[src/rtl/dll_pkg.sv]
// Shared data-link-layer types: sequence width, Ack/Nak FSM states and
// modular sequence distance used by the transmit-side Ack/Nak logic.
package dll_pkg;

  localparam int SEQ_BITS = 12;

  typedef logic [SEQ_BITS-1:0] seq_t;

  typedef enum logic [1:0] {
    IDLE,
    REQ,
    REPLAY
  } ack_nak_state_t;

  function automatic seq_t seq_diff(input seq_t a, input seq_t b);
    return a - b;
  endfunction

endpackage

[src/rtl/dll_replay_timer.sv]
// Replay timer: counts while run is high, saturates at LIMIT, flags expiry.
module dll_replay_timer #(
  parameter int LIMIT = 711
) (
  input  logic clk,
  input  logic rst,
  input  logic run,
  input  logic clear,
  output logic expire_o
);

  localparam int CNT_W = $clog2(LIMIT + 1);

  logic [CNT_W-1:0] count;

  always_ff @(posedge clk) begin
    if (rst || clear) begin
      count <= '0;
    end else if (run && count != CNT_W'(LIMIT)) begin
      count <= count + 1'b1;
    end
  end

  assign expire_o = (count == CNT_W'(LIMIT));

endmodule

[src/rtl/dll_ack_nak_handler.sv]
// Transmit-side Ack/Nak processor: tracks sequence window, turns Ack/Nak
// DLLPs into retry-buffer purges, and drives replay/retrain requests.
module dll_ack_nak_handler
  import dll_pkg::*;
#(
  parameter int REPLAY_TIMER_LIMIT = 711,
  parameter int REPLAY_NUM_BITS    = 2
) (
  input  logic                clk,
  input  logic                rst,
  input  logic                tlp_sent_i,
  output logic [SEQ_BITS-1:0] next_seq_o,
  output logic                tx_stall_o,
  input  logic                dllp_valid_i,
  input  logic                dllp_nak_i,
  input  logic [SEQ_BITS-1:0] dllp_seq_i,
  output logic                purge_valid_o,
  output logic [SEQ_BITS-1:0] purge_seq_o,
  output logic                replay_req_o,
  input  logic                replay_ack_i,
  input  logic                replay_done_i,
  output logic                retrain_req_o,
  output logic                dllp_err_o
);

  // Half the sequence space minus one keeps Ack/Nak numbers unambiguous.
  localparam seq_t STALL_THRESH = seq_t'((1 << (SEQ_BITS - 1)) - 1);

  seq_t                       next_seq;
  seq_t                       ackd_seq;
  seq_t                       outstanding;
  seq_t                       dllp_dist;
  logic [REPLAY_NUM_BITS-1:0] replay_num;
  logic [REPLAY_NUM_BITS-1:0] replay_num_base;
  ack_nak_state_t             state;
  logic                       in_window;
  logic                       fwd_progress;
  logic                       nak_valid;
  logic                       expire;
  logic                       go_req;
  logic                       timer_run;
  logic                       timer_clear;

  assign outstanding  = seq_diff(seq_diff(next_seq, ackd_seq), seq_t'(1));
  assign dllp_dist    = seq_diff(dllp_seq_i, ackd_seq);
  assign in_window    = (dllp_dist <= outstanding);
  assign fwd_progress = dllp_valid_i && in_window && (dllp_dist != '0);
  assign nak_valid    = dllp_valid_i && in_window && dllp_nak_i;

  // A forward-progress Ack beats a simultaneous timer expiry; a Nak always replays.
  assign go_req = (state == IDLE) && (nak_valid || (expire && !fwd_progress));

  assign timer_run   = (state == IDLE) && (outstanding != '0);
  assign timer_clear = !timer_run || go_req || fwd_progress;

  // Purge happens first, so a Nak that also acknowledges counts from zero.
  assign replay_num_base = fwd_progress ? '0 : replay_num;

  assign next_seq_o  = next_seq;
  assign purge_seq_o = ackd_seq;
  assign tx_stall_o  = (outstanding >= STALL_THRESH);

  dll_replay_timer #(
    .LIMIT(REPLAY_TIMER_LIMIT)
  ) u_timer (
    .clk     (clk),
    .rst     (rst),
    .run     (timer_run),
    .clear   (timer_clear),
    .expire_o(expire)
  );

  always_ff @(posedge clk) begin
    if (rst) begin
      state         <= IDLE;
      next_seq      <= '0;
      ackd_seq      <= '1;
      replay_num    <= '0;
      replay_req_o  <= 1'b0;
      purge_valid_o <= 1'b0;
      retrain_req_o <= 1'b0;
      dllp_err_o    <= 1'b0;
    end else begin
      purge_valid_o <= fwd_progress;
      dllp_err_o    <= dllp_valid_i && !in_window;
      retrain_req_o <= 1'b0;
      replay_num    <= replay_num_base;
      if (tlp_sent_i) begin
        next_seq <= next_seq + 1'b1;
      end
      if (fwd_progress) begin
        ackd_seq <= dllp_seq_i;
      end
      case (state)
        IDLE: begin
          if (go_req) begin
            state         <= REQ;
            replay_req_o  <= 1'b1;
            replay_num    <= replay_num_base + 1'b1;
            retrain_req_o <= &replay_num_base;
          end
        end
        REQ: begin
          if (replay_ack_i) begin
            state        <= REPLAY;
            replay_req_o <= 1'b0;
          end
        end
        REPLAY: begin
          if (replay_done_i) begin
            state <= IDLE;
          end
        end
        default: begin
          state        <= IDLE;
          replay_req_o <= 1'b0;
        end
      endcase
    end
  end

endmodule

[config.mk]
export PLATFORM = sky130hd
export DESIGN_NAME = dll_ack_nak_handler
export DESIGN_NICKNAME = d
export VERILOG_FILES = /design/src/rtl/dll_pkg.sv /design/src/rtl/dll_replay_timer.sv /design/src/rtl/dll_ack_nak_handler.sv
export SDC_FILE = /design/constraint.sdc
export NUM_CORES = 1
export LEC_CHECK = 0
export ABC_CLOCK_PERIOD_IN_PS = 9720
export CORE_UTILIZATION = 55
export CTS_CLUSTER_SIZE = 40
export DETAILED_ROUTE_END_ITERATION = 12
export GPL_ROUTABILITY_DRIVEN = 0
export PLACE_DENSITY = 0.81
export SLEW_MARGIN = 10
export SYNTH_ARGS = -nofsm -noshare
export SYNTH_HDL_FRONTEND = slang
export SYNTH_SLANG_ARGS = --single-unit
[constraint.sdc]
create_clock -name clk -period 9.72 [get_ports clk]
set_input_delay 0.972 -clock clk [delete_from_list [all_inputs] [get_ports clk]]
set_output_delay 0.972 -clock clk [all_outputs]
set_load 0.01 [all_outputs]
==> impl_metrics.yaml, run 1 <==
run_status:
  status: "complete, no violations"
clock_tree:
  cts.sinks: 42
  clk-insertion-delay-late_ns: 0.30
  cts_tree: "yes"
  cts_buffers: 5
  clock_path_buffers: 2
  cts_resized: 0
  cts_hold_buf: 0
  post_cts_buffers: 0
  htree_num_levels: 2
  cts_root_buffer: "clkbuf_8"
  path_clk_slew_ns: 0.08
global_routing:
  grt-ovfl-total: 0
  use_met1_pct: 33.17
  antenna_found_initial: 0
  grt_pass1_vias: 2829
  grt_use_total_pct: 25.22
  grt_util_met3_pct: 3.771
  busiest_layer: "met2"
  met2_usage_pct: 42.56
  grt_pass1_wl_um: 12680
  grt_max_degree: 35
sta:
  finalSetupViolations: 0
  skew_ns: 0.004623
  tightestPinTransition_ns: 0.5435
  rsz0062_at_grt: "false"
  fin_setup_tns_ns: 0
  drv_slew: 0
  hold_violations: 0
  fmax_ghz: 0.1737
  slew_headroom_pct: 63.43
  min_period_over_period_pct: 59.22
  worst_slack_ns: 3.963
  layout_min_cycle_time_ns: 5.757
setup_path:
  start_kind: "input port"
  end_kind: "flop"
  cp.required_ns: 9.92
  slowest_delay_ns: 0.54
  crit_top_cell: "ha_1"
  reg2regPathDepth: 21
  timing.critical_path.cells: "clkdlybuf4s50_1 -> inv_1 -> ha_1 -> fa_1 -> nor2b_1 -> o2111ai_2 -> nand3_1 -> xor2_1 -> ha_1 -> a21o_1 -> a21oi_1 -> nor2_1 -> a2111oi_0 -> a2bb2oi_2 -> a21oi_2 -> buf_4 -> nor2b_1 -> ha_1 -> nand2_1 -> nor2_1 -> a21oi_1 -> o21ai_0 -> a22o_1"
  slowest_stage: "clkdlybuf4s50_1"
  rrSetupSlack_ns: 4.56
  critical_path_class: "in -> reg"
  crit_fanout: 21
  r2r-end: "replay_num[1]"
  crit_path_start: "dllp_seq_i[0]"
  reg2reg_from: "next_seq_o[0]"
  crit_end: "replay_num[1]"
  cp.arrival_ns: 5.95
final_layout:
  utilization_pct: 69.90
  final_cells: 522
  final_common_cell: "nor2_1"
  multi_input_comb_area_mm2: 0.002320
  final_cell_mix: "nor2_1 (52), clkdlybuf4s50_1 (47), dfxtp_1 (42)"
  drive_gt1_share_pct: 7.111
  area_delta_synth_final_pct: 19.53
  diodes: 0
  regArea_um2: 840.8
  fillers: 445
  nets: 505
synthesis:
  synthCells: 402
  ys_seq_elements: 42
  netlist_area_mm2: 0.003299
  synth.distinct_cells: 58
  synth_warnings: 0
  synth_edf_count: 0
  ys_seq_area_share_pct: 25.48
  synth_flop_cell: "dfxtp_1"
  synth-async-reset-ratio_pct: 0
  syn_avg_cell_area_um2: 8.207
  synthesis.nets: 458
power:
  p_comb_share_pct: 66.6
  p_int_uw: 623.1
  power_uw: 1131
  power.density_mw_per_mm2: 286.8
  pwr-share-seq_pct: 20.9
  ir_worst_vdd_mv: 0.1471
  switching_share_pct: 44.92
  p_leak_uw: 0.001687
  power.switching_uw: 508.1
  clkPwrFrac_pct: 12.5
floorplan:
  die_h_um: 79.45
  chipWidth_um: 79.45
  start_util_pct: 58.48
  coreArea_mm2: 0.005642
  die-area_mm2: 0.006312
  ios: 48
  rows: 27
route:
  dr_total_vias: 3052
  wl_per_cell_um: 14.29
  drt_pass1_iterations: 6
  drtIter0Drc: 142
  antenna_left: 0
  drt_wl_total_um: 7457
  via_per_inst: 5.847
  drc_errors: 0
place:
  dpl.cell_count: 514
  dp_hpwl_um: 5776
  dp_slack_ns: 3.674
  numPortBuffers: 47
hold_path:
  hp-class: "reg -> reg"
job:
  max_cap_viol_count: 0
-- logic make-up (layout without fill, tap and decap cells) --
group	count (synthesis)	in the layout	share of synthesized area [%]
flip-flops	42	42	25.48
AO/OA/AOI/OAI	99	99	21.54
multiplexers	3	3	0.9102
adder cells (fa/ha/maj)	38	38	14.83
XOR/XNOR	36	36	9.557
AND/OR/NAND/NOR	149	149	23.47
buffers and inverters	35	83	4.209
-- metal layers --
layer	wire length (um)	up-vias
met3	407	6
met1	3491	1417
met4	66	0
li1	-	1552
met2	3492	77
met5	0	-
-- state kept, by name, indices dropped and copies added (netlist names) --
| register | cells |
|---|---|
| u_timer.count | 10 |
| replay_req_o | 1 |
| retrain_req_o | 1 |
| purge_seq_o | 12 |
| purge_valid_o | 1 |
| dllp_err_o | 1 |
| next_seq_o | 12 |
| replay_num | 2 |
| state | 2 |
-- synthesized netlist by cell type, types with 2 or more instances --
master,count,area [um2]
or4_1,2,15.01
a21o_1,9,67.56
clkbuf_1,8,30.03
xor2_1,15,131.4
o21ai_0,14,70.07
o21a_1,7,52.55
a211oi_1,4,30.03
a21oi_1,21,105.1
nand2_1,17,63.81
a21boi_0,2,15.01
inv_1,26,97.59
o21bai_1,2,15.01
a2111oi_0,3,26.28
or4_4,2,22.52
or3_1,5,31.28
and4b_1,3,30.03
mux2i_1,3,30.03
and3_1,3,18.77
a31oi_1,4,25.02
nand3_1,15,75.07
fa_1,2,40.04
nor3_1,6,30.03
nor4_1,3,18.77
o31ai_1,3,22.52
nor2b_1,9,56.30
nand4_1,8,50.05
nor2_1,52,195.2
or2_2,5,31.28
xnor2_1,21,183.9
ha_1,35,437.9
and4_1,2,17.52
a211o_1,14,122.6
o211a_1,2,20.02
dfxtp_1,42,840.8
nor2_2,10,62.56
-- worst max-delay path: cells and delay by family --
kind,cells,cell delay (ns)
AO/OA/AOI/OAI,9,2.04
AND/OR/NAND/NOR,6,0.59
buffers and inverters,3,0.94
adder cells (fa/ha/maj),4,1.21
XOR/XNOR,1,0.20
-- final cells by class --
type / instances / share of cell area [%]
tap: 72 / 2.284
clock buffer: 6 / 1.840
multi-input combinational: 325 / 58.82
timing repair buffer: 49 / 12.31
sequential: 42 / 21.32
clock inverter: 2 / 0.9518
inverter: 26 / 2.475
-- power groups by stage --
stage / clock network [uW] / logic (uW) / registers (uW)
after floorplan: 0 / 553 / 249
after global placement: 0 / 720 / 239
after detailed placement: 0 / 742 / 240
after CTS: 145 / 749 / 236
after global routing: 153 / 847 / 242
final: 142 / 754 / 236
-- worst min path at each step --
stage / startpoint / end / slack (ns) / cells past startpoint
2_1_floorplan: u_timer.count[9] / u_timer.count[9] / 0.49 / 2
3_3_place_gp: replay_req_o / replay_req_o / 0.49 / 2
3_5_place_dp: replay_req_o / replay_req_o / 0.49 / 2
4_1_cts: replay_req_o / replay_req_o / 0.51 / 2
5_1_grt: replay_req_o / replay_req_o / 0.55 / 2
6_report: replay_req_o / replay_req_o / 0.51 / 2
-- per-stage QoR --
stage	cell area, um2	hold slack, ns
after floorplan	3299	0.4917
after global placement	3834	0.4945
after detailed placement	3834	0.4945
after CTS	3944	0.5132
after global routing	3944	0.5471
final	3944	0.5083
(Power assumes the default switching activity.)
==> run 2, diff against run 1 <==
- ABC_CLOCK_PERIOD_IN_PS: 9720 -> 4750
- CORE_UTILIZATION: 55 -> 50
- PLACE_DENSITY: 0.81 -> 0.77
- clock period: 9.72 -> 4.75 ns (I/O delays scaled with it)
==> run 2 against run 1 <==
Compared with the run above:
- first-iteration DRC count decreased by 30%
- combinational power increased by 120%
- clock-buffer cell count unchanged
- worst setup slack got worse by 3.8 ns
- cell count increased by 2.5%
- hold slack got worse by 0.0041 ns
- non-clock buffer count increased by 8
- clock power increased by 100%
- largest cell class unchanged
- largest power group unchanged
==> impl_metrics.yaml, run 2 (same netlist as run 1, synthesis figures left out) <==
final_layout:
  area_delta_synth_final_pct: 22.07
  final_common_cell: "nor2_1"
  nets: 513
  fillers: 584
  final_cell_mix: "nor2_1 (52), clkdlybuf4s50_1 (47), dfxtp_1 (42)"
  utilization_pct: 63.43
  diodes: 0
  drive_gt1_share_pct: 9.607
setup_path:
  cp.required_ns: 4.95
  cp.arrival_ns: 4.77
  critical_path_class: "in -> reg"
  crit_fanout: 4
  start_kind: "input port"
  rrSetupSlack_ns: 0.20
  end_kind: "flop"
floorplan:
  rows: 29
  ios: 48
  start_util_pct: 51.96
  die_h_um: 83.24
  coreArea_mm2: 0.006350
  chipWidth_um: 83.24
  die-area_mm2: 0.006928
route:
  wl_per_cell_um: 14.20
  via_per_inst: 5.794
  dr_total_vias: 3100
  drt_pass1_iterations: 4
  drtIter0Drc: 100
  drc_errors: 0
  antenna_left: 0
  drt_wl_total_um: 7596
sta:
  fmax_ghz: 0.2191
  slew_headroom_pct: 55.97
  finalSetupViolations: 0
  whs_ns: 0.5042
  layout_min_cycle_time_ns: 4.563
  skew_ns: 0.009145
  tightestPinTransition_ns: 0.6584
  drv_slew: 0
  hold_violations: 0
  min_period_over_period_pct: 96.07
clock_tree:
  cts_root_buffer: "clkbuf_8"
  cts_buffers: 5
  clk-insertion-delay-late_ns: 0.30
  clock_path_buffers: 2
  htree_num_levels: 2
  cts_tree: "yes"
  cts_hold_buf: 0
  path_clk_slew_ns: 0.09
  cts.sinks: 42
power:
  ir_worst_vdd_mv: 0.3273
  p_leak_uw: 0.001727
  power_uw: 2414
  power.density_mw_per_mm2: 599.4
place:
  numPortBuffers: 47
  dp_hpwl_um: 5893
global_routing:
  grt_pass1_vias: 2859
  grt-ovfl-total: 0
  grt_max_degree: 24
  antenna_found_initial: 0
  grt_pass1_wl_um: 12540
  grt_use_total_pct: 21.87
job:
  max_cap_viol_count: 0
run_status:
  status: "complete, no violations"
hold_path:
  hp-class: "reg -> reg"
==> run 2: cell types whose count changed in the layout (fill, tap and decap cells not counted) <==
cell	delta
nor2b_2	+2
a2111oi_0	-1
a2111oi_2	+1
a31oi_1	-1
a31oi_2	+1
buf_4	+8
nor2b_1	-2
==> run 2: routing by layer <==
metal  global-route usage, %  vias to the layer above  share of wire (%)
met5                       0                        -                  0
met4                   8.150                        0                2.5
met3                   3.082                       20                3.9
met2                   36.74                       79                 46
met1                   28.41                     1434                 47
li1                        -                     1567                  -
==> run 2: per-stage QoR <==
stage,setup TNS [ns],area (um2),instances,worst slack [ns]
2_1_floorplan,0,3302,402,0.03866
3_3_place_gp,0,3886,525,0.06488
3_5_place_dp,-0.08661,3886,525,-0.08661
4_1_cts,0,3996,533,0.1642
5_1_grt,-0.01900,4028,535,-0.01900
6_report,0,4028,535,0.1868
==> run 2: power breakdown <==
part	total, uW	leakage, uW	switching (uW)	internal [uW]
combinational	1640	0.00133	892	752
clock	289	0.0000514	132	157
sequential	481	0.000342	53.8	428
total	2410	0.00173	1080	1340
==> run 2: worst paths after layout <==
path	startpoint	end	depth (start not counted)
setup / recovery	dllp_seq_i[1]	replay_num[1]	22
hold / removal	replay_req_o	replay_req_o	2
setup reg to reg	next_seq_o[0]	replay_num[1]	20
hold reg to reg	replay_req_o	replay_req_o	2
==> run 2: area by class of cell <==
cell class	count	area, um2	area share [%]
inverters	26	97.59	2.423
clock buffers	6	72.57	1.802
multi-input cells	325	2337	58.03
well taps	77	96.34	2.392
flip-flops and latches	42	840.8	20.88
clock inverters	2	37.54	0.9320
repair buffers	57	545.5	13.54
==> run 2: what timing repair did <==
action	CTS	global route
buffers inserted	0	2
resized for setup	0	4
endpoints found under the setup margin	0	1
==> run 2: critical path: stages <==
cell and delay [ns]:
clkdlybuf4s50_1 0.45, ha_1 0.30, nor2b_1 0.13, o31a_1 0.25, o21a_1 0.18, nor3_1 0.22
nor2_1 0.08, ha_1 0.32, a21o_1 0.19, a21o_1 0.16, a21oi_1 0.14, nor2_1 0.07
a2111oi_2 0.40, a2bb2oi_2 0.12, a21oi_2 0.25, nor2b_1 0.10, ha_1 0.29, nand2_1 0.08
nor2_1 0.05, a21oi_1 0.16, o21ai_0 0.12, a22o_1 0.24
==> run 3, diff against run 2 <==
- SETUP_SLACK_MARGIN: not set -> 0.02
==> run 3 against run 2 <==
Compared with the run above:
- hold slack better by 0.0026 ns
- total power up 0.53%
- sequential cell count unchanged
- utilization up 0.12 points
- critical endpoint unchanged
- clock power about the same
- clock-buffer cell count unchanged
- largest power group unchanged
- global-route usage unchanged
- register-to-register slack better by 0.17 ns
- clock skew about the same
- critical path type unchanged
==> impl_metrics.yaml, run 3 (same netlist as run 1, synthesis figures left out) <==
floorplan:
  start_util_pct: 51.96
  chipWidth_um: 83.24
  die-area_mm2: 0.006928
  ios: 48
  die_h_um: 83.24
  rows: 29
  coreArea_mm2: 0.006350
final_layout:
  final_common_cell: "nor2_1"
  utilization_pct: 63.55
  fillers: 580
  nets: 514
  diodes: 0
  final_cells: 536
  area_delta_synth_final_pct: 22.30
  final_cell_mix: "nor2_1 (52), clkdlybuf4s50_1 (47), dfxtp_1 (42)"
  drive_gt1_share_pct: 9.804
sta:
  tightestPinTransition_ns: 0.6408
  hold_violations: 0
  drv_slew: 0
  slew_headroom_pct: 57.15
  fmax_ghz: 0.2275
  layout_min_cycle_time_ns: 4.397
  min_period_over_period_pct: 92.56
  finalSetupViolations: 0
  skew_ns: 0.009284
global_routing:
  grt_pass1_wl_um: 12540
  grt_use_total_pct: 21.87
  grt_max_degree: 24
  grt_pass1_vias: 2859
  antenna_found_initial: 0
  grt-ovfl-total: 0
setup_path:
  crit_top_cell: "ha_1"
  end_kind: "flop"
  cp.arrival_ns: 4.60
  reg2reg_from: "next_seq_o[0]"
  slowest_delay_ns: 0.47
  timing.critical_path.cells: "clkdlybuf4s50_1 -> inv_1 -> ha_1 -> fa_1 -> nor2b_2 -> o2111ai_2 -> a31oi_2 -> xnor2_1 -> inv_1 -> ha_1 -> nand3_1 -> nor2_1 -> o31ai_1 -> maj3_2 -> a2bb2oi_2 -> a21oi_2 -> nor2b_1 -> ha_1 -> nand2_1 -> nor2_1 -> a21oi_1 -> o21ai_0 -> a22o_1"
  critical_path_class: "in -> reg"
  crit_fanout: 4
  start_kind: "input port"
  cp.required_ns: 4.95
  crit_path_start: "dllp_seq_i[0]"
  slowest_stage: "clkdlybuf4s50_1"
clock_tree:
  clock_path_buffers: 2
  cts_hold_buf: 0
  htree_num_levels: 2
  path_clk_slew_ns: 0.09
  cts.sinks: 42
  cts_tree: "yes"
  cts_buffers: 5
  cts_root_buffer: "clkbuf_8"
  clk-insertion-delay-late_ns: 0.30
route:
  drc_errors: 0
  via_per_inst: 5.722
  wl_per_cell_um: 14.15
  antenna_left: 0
  drt_wl_total_um: 7584
  drtIter0Drc: 101
  drt_pass1_iterations: 4
  dr_total_vias: 3067
run_status:
  status: "complete, no violations"
place:
  numPortBuffers: 47
  dp_hpwl_um: 5893
  dpl.cell_count: 525
power:
  ir_worst_vdd_mv: 0.3359
  p_leak_uw: 0.001732
  power.density_mw_per_mm2: 601.5
job:
  max_cap_viol_count: 0
hold_path:
  hold_start: "replay_req_o"
  hp-class: "reg -> reg"
## run 3: report_power, final
part	switching (uW)	total, uW	internal, uW
clock	133	290	157
combinational	892	1660	763
sequential	53.8	481	428
## run 3: worst max-delay path, delay by kind of cell
family                     cells  cell delay, ns
adders and majority gates      5            1.45
buffers and inverters          3            0.59
AOI/OAI and AO/OA              8            1.22
xor gates and xnor gates       1            0.16
and+or+nand+nor                6            0.70
## run 3: metal layers
metal / global-route usage (%) / routed length, um / part of all wire [%]
met5: 0 / 0 / 0
met4: 8.150 / 163 / 2.1
met3: 3.082 / 248 / 3.3
met2: 36.74 / 3548 / 47
met1: 28.41 / 3624 / 48
## run 3: what timing repair did
item | 4_1_cts | 5_1_grt
gates resized for setup | 0 | 4
setup buffers | 0 | 3
endpoints found under the setup margin | 0 | 1
## run 3: area by class of cell
cell class              count  area (um2)  share of cell area [%]
flip-flops and latches     42       840.8                   20.84
inverters                  26       97.59                   2.419
clock inverters             2       37.54                  0.9302
multi-input cells         325        2337                   57.92
well taps                  77       96.34                   2.388
clock buffers               6       72.57                   1.798
repair buffers             58       553.0                   13.71
## run 3: path summary, 6_finish.rpt
check,cells past startpoint,slack [ns],end
worst max register to register,20,0.37,replay_num[1]
worst min register to register,2,0.51,replay_req_o
worst max-delay path,23,0.35,replay_num[1]
worst min-delay path,2,0.51,replay_req_o
## run 3: per-stage QoR
step                      hold slack [ns]   TNS, ns  setup WS [ns]  power, uW  cell area (um2)
after CTS                          0.5054         0         0.1642       2376             3996
after detailed placement           0.4872  -0.08661       -0.08661       2073             3886
after floorplan                    0.4917         0        0.03866       1649             3302
after global routing               0.5376  -0.02085       -0.02085       2642             4035
final                              0.5068         0         0.3535       2427             4035
after global placement             0.4847         0        0.06488       2023             3886
